[src/rtl/auv_heading_sequencer.sv]
// auv_heading_sequencer - one heading update per pinger fix, gated by the next AUV pose strobe
module auv_heading_sequencer #(
  parameter int W            = 3,
  parameter int POSE_TIMEOUT = 64,
  parameter int UPDATE_GAP   = 8
) (
  input  logic               clk,
  input  logic               rst,
  input  logic               enable,
  input  logic               fix_valid,
  output logic               fix_ready,
  input  logic [3*W-1:0]     pinger_pos,
  input  logic               pose_valid,
  input  logic [3*W-1:0]     auv_pos,
  output logic               hdg_valid,
  input  logic               hdg_ready,
  output logic [3*(W+1)-1:0] heading,
  output logic               err_timeout,
  output logic               busy,
  output logic [15:0]        update_count
);

  localparam int TW = $clog2(POSE_TIMEOUT + 1);
  localparam int GW = $clog2(UPDATE_GAP + 2);

  typedef enum logic [2:0] {IDLE, WAIT_POSE, CALC, PRESENT, GAP} state_t;

  state_t          state;
  logic [3*W-1:0]  pin_q;
  logic [3*W-1:0]  auv_q;
  logic [TW-1:0]   timer;
  logic [GW-1:0]   gap_cnt;
  logic            timer_last;

  assign timer_last  = (timer == TW'(POSE_TIMEOUT - 1));
  assign busy        = (state != IDLE);
  // fix_ready follows enable with no register so a fix is taken the same cycle enable allows it
  assign fix_ready   = (state == IDLE) && enable && !rst;
  // A pose on the final waiting cycle still wins, so the abort pulse must see pose_valid directly
  assign err_timeout = (state == WAIT_POSE) && timer_last && !pose_valid;

  always_ff @(posedge clk or posedge rst) begin
    if (rst) begin
      state        <= IDLE;
      pin_q        <= '0;
      auv_q        <= '0;
      timer        <= '0;
      gap_cnt      <= '0;
      heading      <= '0;
      hdg_valid    <= 1'b0;
      update_count <= '0;
    end else begin
      case (state)
        IDLE: begin
          if (fix_valid && enable) begin
            pin_q <= pinger_pos;
            timer <= '0;
            state <= WAIT_POSE;
          end
        end
        WAIT_POSE: begin
          if (pose_valid) begin
            auv_q <= auv_pos;
            state <= CALC;
          end else if (timer_last) begin
            state <= IDLE;
          end else begin
            timer <= timer + TW'(1);
          end
        end
        CALC: begin
          // Zero-extend both operands so the W+1-bit difference is exact for every input pair
          for (int i = 0; i < 3; i++) begin
            heading[i*(W+1) +: W+1] <= {1'b0, pin_q[i*W +: W]} - {1'b0, auv_q[i*W +: W]};
          end
          hdg_valid <= 1'b1;
          state     <= PRESENT;
        end
        PRESENT: begin
          if (hdg_ready) begin
            hdg_valid    <= 1'b0;
            update_count <= update_count + 16'd1;
            gap_cnt      <= '0;
            state        <= (UPDATE_GAP > 0) ? GAP : IDLE;
          end
        end
        GAP: begin
          if (gap_cnt == GW'(UPDATE_GAP - 1)) begin
            state <= IDLE;
          end else begin
            gap_cnt <= gap_cnt + GW'(1);
          end
        end
        default: state <= IDLE;
      endcase
    end
  end

endmodule

[config.mk]
export PLATFORM = sky130hd
export DESIGN_NAME = auv_heading_sequencer
export DESIGN_NICKNAME = d
export VERILOG_FILES = /design/src/rtl/auv_heading_sequencer.sv
export SDC_FILE = /design/constraint.sdc
export NUM_CORES = 1
export LEC_CHECK = 0
export BUFFER_PORTS_ARGS = -buffer_cell sky130_fd_sc_hd__buf_2
export CAP_MARGIN = 40
export CORE_ASPECT_RATIO = 0.7
export CORE_MARGIN = 3
export CORE_UTILIZATION = 35
export DETAILED_ROUTE_END_ITERATION = 16
export PLACE_DENSITY = 0.54
export SYNTH_ARGS = -nofsm -noshare
export SYNTH_HDL_FRONTEND = slang
export SYNTH_SLANG_ARGS = --single-unit
[constraint.sdc]
create_clock -name clk -period 12.3 [get_ports clk]
set_input_delay 3.69 -clock clk [delete_from_list [all_inputs] [get_ports clk]]
set_output_delay 3.69 -clock clk [all_outputs]
set_load 0.02 [all_outputs]
==> results.toml, run 1 <==
[layout]
antenna_cells = 0
fillerInstances = 796
fin_nets = 363
syn_to_final_growth_pct = 22.1
drive_gt1_share_pct = 26.7
stdcell_area_um2 = 3520

[timing]
tns_ns = 0
fin_skew_ns = 0.00704
fmax_mhz = 117
drv_slew = 0
finalSetupViolCount = 0
period_minus_slack_ns = 8.57
rsz0062_at_grt = "no"
whs_ns = 0.465
tightestPinTransition_ns = 0.798
hold_viol = 0
slew_headroom_pct = 46.8
period_share_pct = 69.7

[die]
num_rows = 27
dieArea_um2 = 9380
core_area_um2 = 7940
ioPinCount = 56
die_w_um = 114
die_h_um = 81.9
initial_utilization_pct = 36.3

[clocking]
cts_hold_buf = 0
cts_tree = "yes"
clk_pin_slew_ns = 0.05
cts_buffers = 9
cts_resized = 0
cts_sinks = 61
h-tree-depth = 3
clk_latency_ns = 0.32
root_buffer = "clkbuf_16"
clock_path_buffers = 2
cts_setup_buffers = 0

[pwr]
switching_share_pct = 35.7
power_frac_seq_pct = 38.3
netSwitchingPower_mw = 0.312
ir_drop_uv = 108
intPower_mw = 0.561
leakage_nw = 1.72
finalPower_mw = 0.873
power_frac_comb_pct = 35.5
cellPowerDensity_nw_per_um2 = 248
power_frac_clock_pct = 26.1

[global_route]
grt_max_degree = 63
antenna_found_initial = 1
grt_pass1_vias = 1959
grt_pass1_wl_um = 9460
grt-ovfl-total = 0
grt_usage_pct = 13.3

[synth]
synth_top_family_by_area = "simple AND/OR/NAND/NOR gates"
yosys_register_bits = 61
yosys.area_share.simple_pct = 15.1
syn-num-nets = 303
synth_compound_area_share_pct = 9.20
seq_area_frac_synth_pct = 52.9
yosys.area_share.adder_pct = 7.29
synth-xor-area-share_pct = 6.07
ys_dominant_reg_cell = "dfrtp_1"
yosys_warnings = 0
avgSynthCellArea_um2 = 10.9
synth_edf_count = 0
yosys-mux-area-fraction_pct = 5.21
netlist_instances = 264
synth_area_um2 = 2880
async_flop_share_pct = 100
synthDistinctLibCells = 38

[flow_run]
cap_viol_max_count = 0

[placement]
port_buffers = 55
post_dp_cell_area_um2 = 3250
hpwlAfterDp_um = 3930
place.gp.congestion = 0.729

[setup_path]
critPathMaxStageDelay_ns = 0.60
cp_slowest_cell = "buf_4"
cp_data_required_time_ns = 8.61
crit_type = "input port to primary output"
crit_top_cell = "buf_2"
end_kind = "primary output"
path_max_fanout = 62
cp-start-kind = "input port"
crit_chain = "buf_2 -> inv_2 -> buf_4 -> and3_1 -> buf_2"
arrival_ns = 4.88

[detailed_routing]
first_pass_iters = 4
drt-initial-drc-count = 68
drc = 0
vias = 2067
post_drt_wl_per_cell_um = 13.0
avgViaCountPerCell = 4.81
ant_nets = 0
wl_um = 5610

[min_path]
hold_path_class = "flip-flop to flip-flop"

[status]
status = "finished clean"
## cell families after synthesis
kind of cell	count (synthesis)
AO/OA/AOI/OAI	41
multiplexers	13
adder cells (fa/ha/maj)	15
buffers and inverters	27
flip-flops	61
AND/OR/NAND/NOR	87
XOR/XNOR	20
## state kept, by name, indices dropped and copies added, names as in the netlist
name	cells
hdg_valid	1
pin_q	9
update_count	16
heading	12
gap_cnt	4
auv_q	9
timer	7
state	3
## layout by cell type (no fill, tap or decap), drive strengths merged, types with 3 or more instances in the layout
cell     n
buf     57
nand3    8
nor3     5
xnor2   13
nor2b    3
o31ai    3
mux2    13
nand4    5
and3     5
and4     3
dfrtp   61
inv     19
nor2    11
nand2   37
xor2     7
clkbuf  15
a21oi   10
ha      12
fa       3
o21ai   20
## path summary, 6_finish.rpt
kind	start	endpoint	slack (ns)	cells past startpoint
setup / recovery	rst	fix_ready	3.73	5
hold / removal	update_count[15]	update_count[15]	0.46	1
setup reg to reg	state[0]	timer[0]	10.15	5
hold reg to reg	update_count[15]	update_count[15]	0.46	1
max in group asynchronous	rst	update_count[12]	8.18	3
min in group asynchronous	rst	update_count[15]	3.59	3
## cell usage after synthesis (5+ instances only)
library cell | count | area, um^2
a21oi_1 | 10 | 50.1
nor3_1 | 5 | 25.0
xor2_1 | 7 | 61.3
xnor2_1 | 13 | 114
nand4_1 | 5 | 31.3
dfrtp_1 | 61 | 1530
o21ai_0 | 20 | 100
nand3_1 | 8 | 40.0
nand2_1 | 37 | 139
nor2_1 | 9 | 33.8
mux2_2 | 12 | 135
inv_1 | 19 | 71.3
and3_1 | 5 | 31.3
ha_1 | 12 | 150
## worst max-delay path: cells and delay by family
family        cells  cell delay, ns
simple gates      1            0.26
buf+inv           4            0.89
## per-layer routing
layer | global-route usage [%] | vias to the layer above | part of all wire (%)
li1 | - | 1028 | -
met3 | 6.48 | 11 | 6.8
met5 | 0 | - | 0.23
met1 | 17.4 | 978 | 50
met4 | 4.98 | 2 | 1.4
met2 | 19.1 | 48 | 41
## power groups by stage
stage | clock network [mW] | registers [mW] | logic [mW]
2_1_floorplan | 0 | 0.352 | 0.220
3_3_place_gp | 0 | 0.338 | 0.310
3_5_place_dp | 0 | 0.338 | 0.315
4_1_cts | 0.237 | 0.335 | 0.317
5_1_grt | 0.249 | 0.347 | 0.358
6_report | 0.228 | 0.335 | 0.310
## metrics by stage
step | utilization (%) | setup slack (ns) | std cells
after floorplan | - | 3.19 | 264
after global placement | 40.9 | 3.68 | 414
after detailed placement | 40.9 | 3.68 | 414
after CTS | 44.4 | 3.67 | 430
after global routing | 44.4 | 3.54 | 430
final | 44.4 | 3.73 | 430
## area by class of cell
| cell class | instances | area, um^2 | share of cell area, % |
|---|---|---|---|
| Clock buffer | 15 | 268 | 7.60 |
| Clock inverter | 1 | 5.00 | 0.142 |
| Inverter | 19 | 71.3 | 2.02 |
| Multi-Input combinational cell | 176 | 1230 | 35.1 |
| Sequential cell | 61 | 1530 | 43.3 |
| Tap cell | 101 | 126 | 3.59 |
| Timing Repair Buffer | 57 | 290 | 8.24 |
(Power assumes the default switching activity.)
==> run 2, diff against run 1 <==
--- a/config.mk
+++ b/config.mk
@@ -11,7 +11,7 @@
 export CORE_MARGIN = 3
 export CORE_UTILIZATION = 35
 export DETAILED_ROUTE_END_ITERATION = 16
-export PLACE_DENSITY = 0.54
+export PLACE_DENSITY = 0.56
 export SYNTH_ARGS = -nofsm -noshare
 export SYNTH_HDL_FRONTEND = slang
 export SYNTH_SLANG_ARGS = --single-unit
==> constraint.sdc (replaced) <==
create_clock -name clk -period 7.5 [get_ports clk]
set_input_delay 2.25 -clock clk [delete_from_list [all_inputs] [get_ports clk]]
set_output_delay 2.25 -clock clk [all_outputs]
set_load 0.02 [all_outputs]
==> results.toml, run 2 (same netlist as run 1, synthesis figures left out) <==
[status]
status = "finished clean"

[global_route]
grt_usage_pct = 14.0
grt-ovfl-total = 0
antenna_found_initial = 0
grt_pass1_wl_um = 9940
grt_max_degree = 62
grt_pass1_vias = 1984

[clocking]
clock_path_buffers = 2
cts_sinks = 61
cts_tree = "yes"
clk_latency_ns = 0.32
cts_setup_buffers = 0
cts_hold_buf = 0
h-tree-depth = 3
cts_buffers = 9
root_buffer = "clkbuf_16"
clk_pin_slew_ns = 0.05
cts_resized = 0

[die]
num_rows = 27
core_area_um2 = 7940
die_w_um = 114
initial_utilization_pct = 36.3
ioPinCount = 56
die_h_um = 81.9
dieArea_um2 = 9380

[layout]
syn_to_final_growth_pct = 23.5
multi_input_comb_area_um2 = 1230
fin_nets = 363
largest_registers = "update_count: 16 flops, heading: 12 flops"
final_common_cell = "dfrtp_1"
antenna_cells = 0
fillerInstances = 763
regArea_um2 = 1530
layout_common_cells = "dfrtp_1, buf_2, nand2_1, o21ai_0, inv_1"
top_register = "update_count"
drive_gt1_share_pct = 28.0
largest_reg_flops = 16

[detailed_routing]
first_pass_iters = 4
post_drt_wl_per_cell_um = 13.4
top_layer = "met4"
avgViaCountPerCell = 4.73
drc = 0
wl_met2_um = 2480
wl_um = 5770
ant_nets = 0
met3_wirelength_um = 382
wl_met1_um = 2850
vias = 2032
drt-initial-drc-count = 109

[timing]
hold_viol = 0
rsz0062_at_grt = "no"
drv_slew = 0
fin_skew_ns = 0.00591
period_share_pct = 68.5
finalSetupViolCount = 0
tns_ns = 0
period_minus_slack_ns = 5.14
fmax_mhz = 195
slew_headroom_pct = 49.1
tightestPinTransition_ns = 0.764

[setup_path]
cp_data_required_time_ns = 5.25
crit_type = "input port to primary output"
end_kind = "primary output"
reg2reg_depth = 5
path_max_fanout = 6
cp-start-kind = "input port"
arrival_ns = 2.89

[pwr]
ir_drop_uv = 192
finalPower_mw = 1.49
leakage_nw = 1.74
cellPowerDensity_nw_per_um2 = 417

[min_path]
hold_depth = 1
hold_path_class = "flip-flop to flip-flop"

[placement]
hpwlAfterDp_um = 4040
place.gp.congestion = 0.730
port_buffers = 55

[flow_run]
cap_viol_max_count = 0
run 2: per-stage QoR:
step / hold slack [ns] / util (%) / cell area (um^2) / worst slack (ns) / cells
after global placement: 0.457 / 40.9 / 3250 / 2.37 / 414
after global routing: 0.478 / 44.9 / 3560 / 2.27 / 430
after floorplan: 0.457 / - / 2880 / 1.27 / 264
final: 0.466 / 44.9 / 3560 / 2.36 / 430
after CTS: 0.473 / 44.9 / 3560 / 2.36 / 430
after detailed placement: 0.466 / 40.9 / 3250 / 2.37 / 414
run 2: report_power, final:
| group | switching [mW] | internal, mW | total, mW | leakage [nW] |
|---|---|---|---|---|
| sequential | 0.0951 | 0.453 | 0.548 | 0.777 |
| clock | 0.141 | 0.282 | 0.423 | 0.158 |
| combinational | 0.286 | 0.229 | 0.515 | 0.806 |
run 2: worst paths after layout:
path                             startpoint          endpoint  slack [ns]
max                              pose_valid       err_timeout        2.36
min                        update_count[15]  update_count[15]        0.47
max reg2reg                        state[0]          timer[0]        5.38
min reg2reg                update_count[15]  update_count[15]        0.47
max in group asynchronous               rst        heading[8]        4.78
min in group asynchronous               rst        heading[0]        2.22
run 2: final cells by class:
| cell class | count | area share (%) |
|---|---|---|
| Sequential cell | 61 | 42.9 |
| Timing Repair Buffer | 57 | 8.15 |
| Clock inverter | 4 | 1.26 |
| Inverter | 19 | 2.00 |
| Tap cell | 101 | 3.55 |
| Clock buffer | 12 | 7.48 |
| Multi-Input combinational cell | 176 | 34.7 |
run 2: routing by layer:
metal	up-vias	global-route usage [%]
li1	1023	-
met1	956	18.6
met2	47	20.5
met3	6	5.89
met4	0	4.63
met5	-	0
run 2: critical path, cell delays in order:
cell	delay (ns)
buf_2	0.15
nor2_1	0.14
and4_1	0.19
buf_2	0.16
==> run 3, diff against run 2 <==
--- a/config.mk
+++ b/config.mk
@@ -5,13 +5,14 @@
 export SDC_FILE = /design/constraint.sdc
 export NUM_CORES = 1
 export LEC_CHECK = 0
+export ABC_AREA = 1
 export BUFFER_PORTS_ARGS = -buffer_cell sky130_fd_sc_hd__buf_2
 export CAP_MARGIN = 40
 export CORE_ASPECT_RATIO = 0.7
 export CORE_MARGIN = 3
 export CORE_UTILIZATION = 35
 export DETAILED_ROUTE_END_ITERATION = 16
-export PLACE_DENSITY = 0.56
+export PLACE_DENSITY = 0.53
 export SYNTH_ARGS = -nofsm -noshare
 export SYNTH_HDL_FRONTEND = slang
 export SYNTH_SLANG_ARGS = --single-unit
==> constraint.sdc (replaced) <==
create_clock -name clk -period 5.09 [get_ports clk]
set_input_delay 1.527 -clock clk [delete_from_list [all_inputs] [get_ports clk]]
set_output_delay 1.527 -clock clk [all_outputs]
set_load 0.02 [all_outputs]
==> results.toml, run 3 <==
[status]
status = "finished clean"

[synth]
ys_dominant_reg_cell = "dfrtp_1"
netlist_instances = 369
synth_area_um2 = 3060
netlist_top_cells_count = "nand2_1, dfrtp_1, inv_1"
synth-xor-area-share_pct = 3.15
seq_area_frac_synth_pct = 49.9
yosys.area_share.simple_pct = 26.9
synthTopCellsByArea = "dfrtp_1, nand2_1, inv_1"
yosys-mux-area-fraction_pct = 0
async_flop_share_pct = 100
yosys_register_bits = 61
synth_compound_area_share_pct = 6.58
yosys.area_share.adder_pct = 6.87
synth_top_family_by_area = "simple AND/OR/NAND/NOR gates"
synth_top_area_share_pct = 49.9
yosysMostFrequentCell = "nand2_1"
avgSynthCellArea_um2 = 8.29
yosysTopAreaCell = "dfrtp_1"
syn-num-nets = 408
synth_edf_count = 0
yosys_warnings = 0
synthDistinctLibCells = 26

[clocking]
cts_tree = "yes"
h-tree-depth = 3
cts_hold_buf = 0
cts_setup_buffers = 0
root_buffer = "clkbuf_16"
clock_path_buffers = 2
cts_sinks = 61
clk_pin_slew_ns = 0.05
clk_latency_ns = 0.32
cts_buffers = 9
cts_resized = 0

[die]
ioPinCount = 56
die_w_um = 118
dieArea_um2 = 9920
initial_utilization_pct = 37.4
die_h_um = 84.2
num_rows = 27
core_area_um2 = 8180

[timing]
hold_viol = 0
fmax_mhz = 281
finalSetupViolCount = 0
period_minus_slack_ns = 3.56
slew_headroom_pct = 66.0
period_share_pct = 69.9
rsz0062_at_grt = "no"
drv_slew = 0
fin_skew_ns = 0.00758
tns_ns = 0
tightestPinTransition_ns = 0.507

[setup_path]
crit_chain = "buf_2 -> nor3b_1 -> buf_2"
arrival_ns = 2.03
cp_slowest_cell = "nor3b_1"
cp-start-kind = "input port"
crit_top_cell = "buf_2"
path_delay_family = "buffers and inverters"
critPathMaxStageDelay_ns = 0.20
end_kind = "primary output"
worst-path-buf-inv = 2
path_max_fanout = 3
crit_type = "input port to primary output"
cp_data_required_time_ns = 3.56

[detailed_routing]
avgViaCountPerCell = 4.48
first_pass_iters = 4
post_drt_wl_per_cell_um = 12.4
ant_nets = 0
wl_um = 6850
drt-initial-drc-count = 163
drc = 0
vias = 2476

[layout]
fin_nets = 471
final_common_cell = "nand2_1"
drive_gt1_share_pct = 20.6
largest_reg_flops = 16
largest_registers = "update_count: 16 flops, heading: 12 flops"
antenna_cells = 0
top_register = "update_count"
layout_common_cells = "nand2_1, dfrtp_1, buf_2, inv_1, o21ai_1"
syn_to_final_growth_pct = 24.1
stdcell_count = 553

[pwr]
leakage_nw = 2.00
cellPowerDensity_nw_per_um2 = 561
ir_drop_uv = 284

[placement]
numPlacedInstances = 537
port_buffers = 55
hpwlAfterDp_um = 5130
place.gp.congestion = 0.761

[flow_run]
cap_viol_max_count = 0

[global_route]
antenna_found_initial = 0
grt_pass1_vias = 2501
grt_pass1_wl_um = 12200
grt_usage_pct = 15.5
grt_max_degree = 27
grt-ovfl-total = 0

[min_path]
hold_path_class = "flip-flop to flip-flop"
-- run 3: stage by stage --
step | power, mW | hold WS [ns] | utilization (%) | cell area [um^2] | setup WS (ns)
2_1_floorplan | 1.31 | 0.437 | - | 3060 | 1.51
3_3_place_gp | 1.52 | 0.450 | 42.4 | 3470 | 1.56
3_5_place_dp | 1.53 | 0.458 | 42.6 | 3490 | 1.53
4_1_cts | 2.17 | 0.470 | 46.4 | 3800 | 1.52
5_1_grt | 2.32 | 0.499 | 46.4 | 3800 | 1.49
6_report | 2.13 | 0.462 | 46.4 | 3800 | 1.53
-- run 3: path summary, 6_finish.rpt --
| check | end | from | slack (ns) | depth (start not counted) |
|---|---|---|---|---|
| setup / recovery | err_timeout | pose_valid | 1.53 | 3 |
| hold / removal | hdg_valid | hdg_valid | 0.46 | 2 |
| setup reg to reg | update_count[8] | state[1] | 3.29 | 5 |
| hold reg to reg | hdg_valid | hdg_valid | 0.46 | 2 |
| max in group asynchronous | auv_q[4] | rst | 3.25 | 3 |
| min in group asynchronous | heading[10] | rst | 1.23 | 2 |
-- run 3: cell families (layout without fill, tap and decap cells) --
family,count (synthesis),count (layout)
AO/OA/AOI/OAI,40,40
buffers and inverters,53,121
AND/OR/NAND/NOR,189,189
flip-flops,61,61
XOR/XNOR,11,11
adder cells (fa/ha/maj),15,15
-- run 3: where the power goes --
group,total [mW],switching [mW],internal (mW),leakage (nW)
sequential,0.747,0.106,0.641,0.786
combinational,0.762,0.487,0.275,1.06
clock,0.623,0.207,0.416,0.158
-- run 3: tightest hold or removal path, delay by kind of cell, from the launching register on --
family	cells	cell delay, ns
flip-flops	1	0.33
AND/OR/NAND/NOR	2	0.10
-- run 3: metal layers --
metal / routed length [um] / share of wire, % / global-route usage [%]
met1: 3560 / 52 / 21.1
met2: 3000 / 44 / 22.8
met3: 208 / 3.0 / 5.66
met4: 76 / 1.1 / 5.74
met5: 0 / 0 / 0
-- run 3: cell type report --
cell class | count | area (um^2)
Inverter | 48 | 180
Tap cell | 116 | 145
Timing Repair Buffer | 57 | 303
Clock buffer | 12 | 267
Sequential cell | 61 | 1530
Multi-Input combinational cell | 255 | 1330
Clock inverter | 4 | 45.0
Fill cell | 823 | 4380
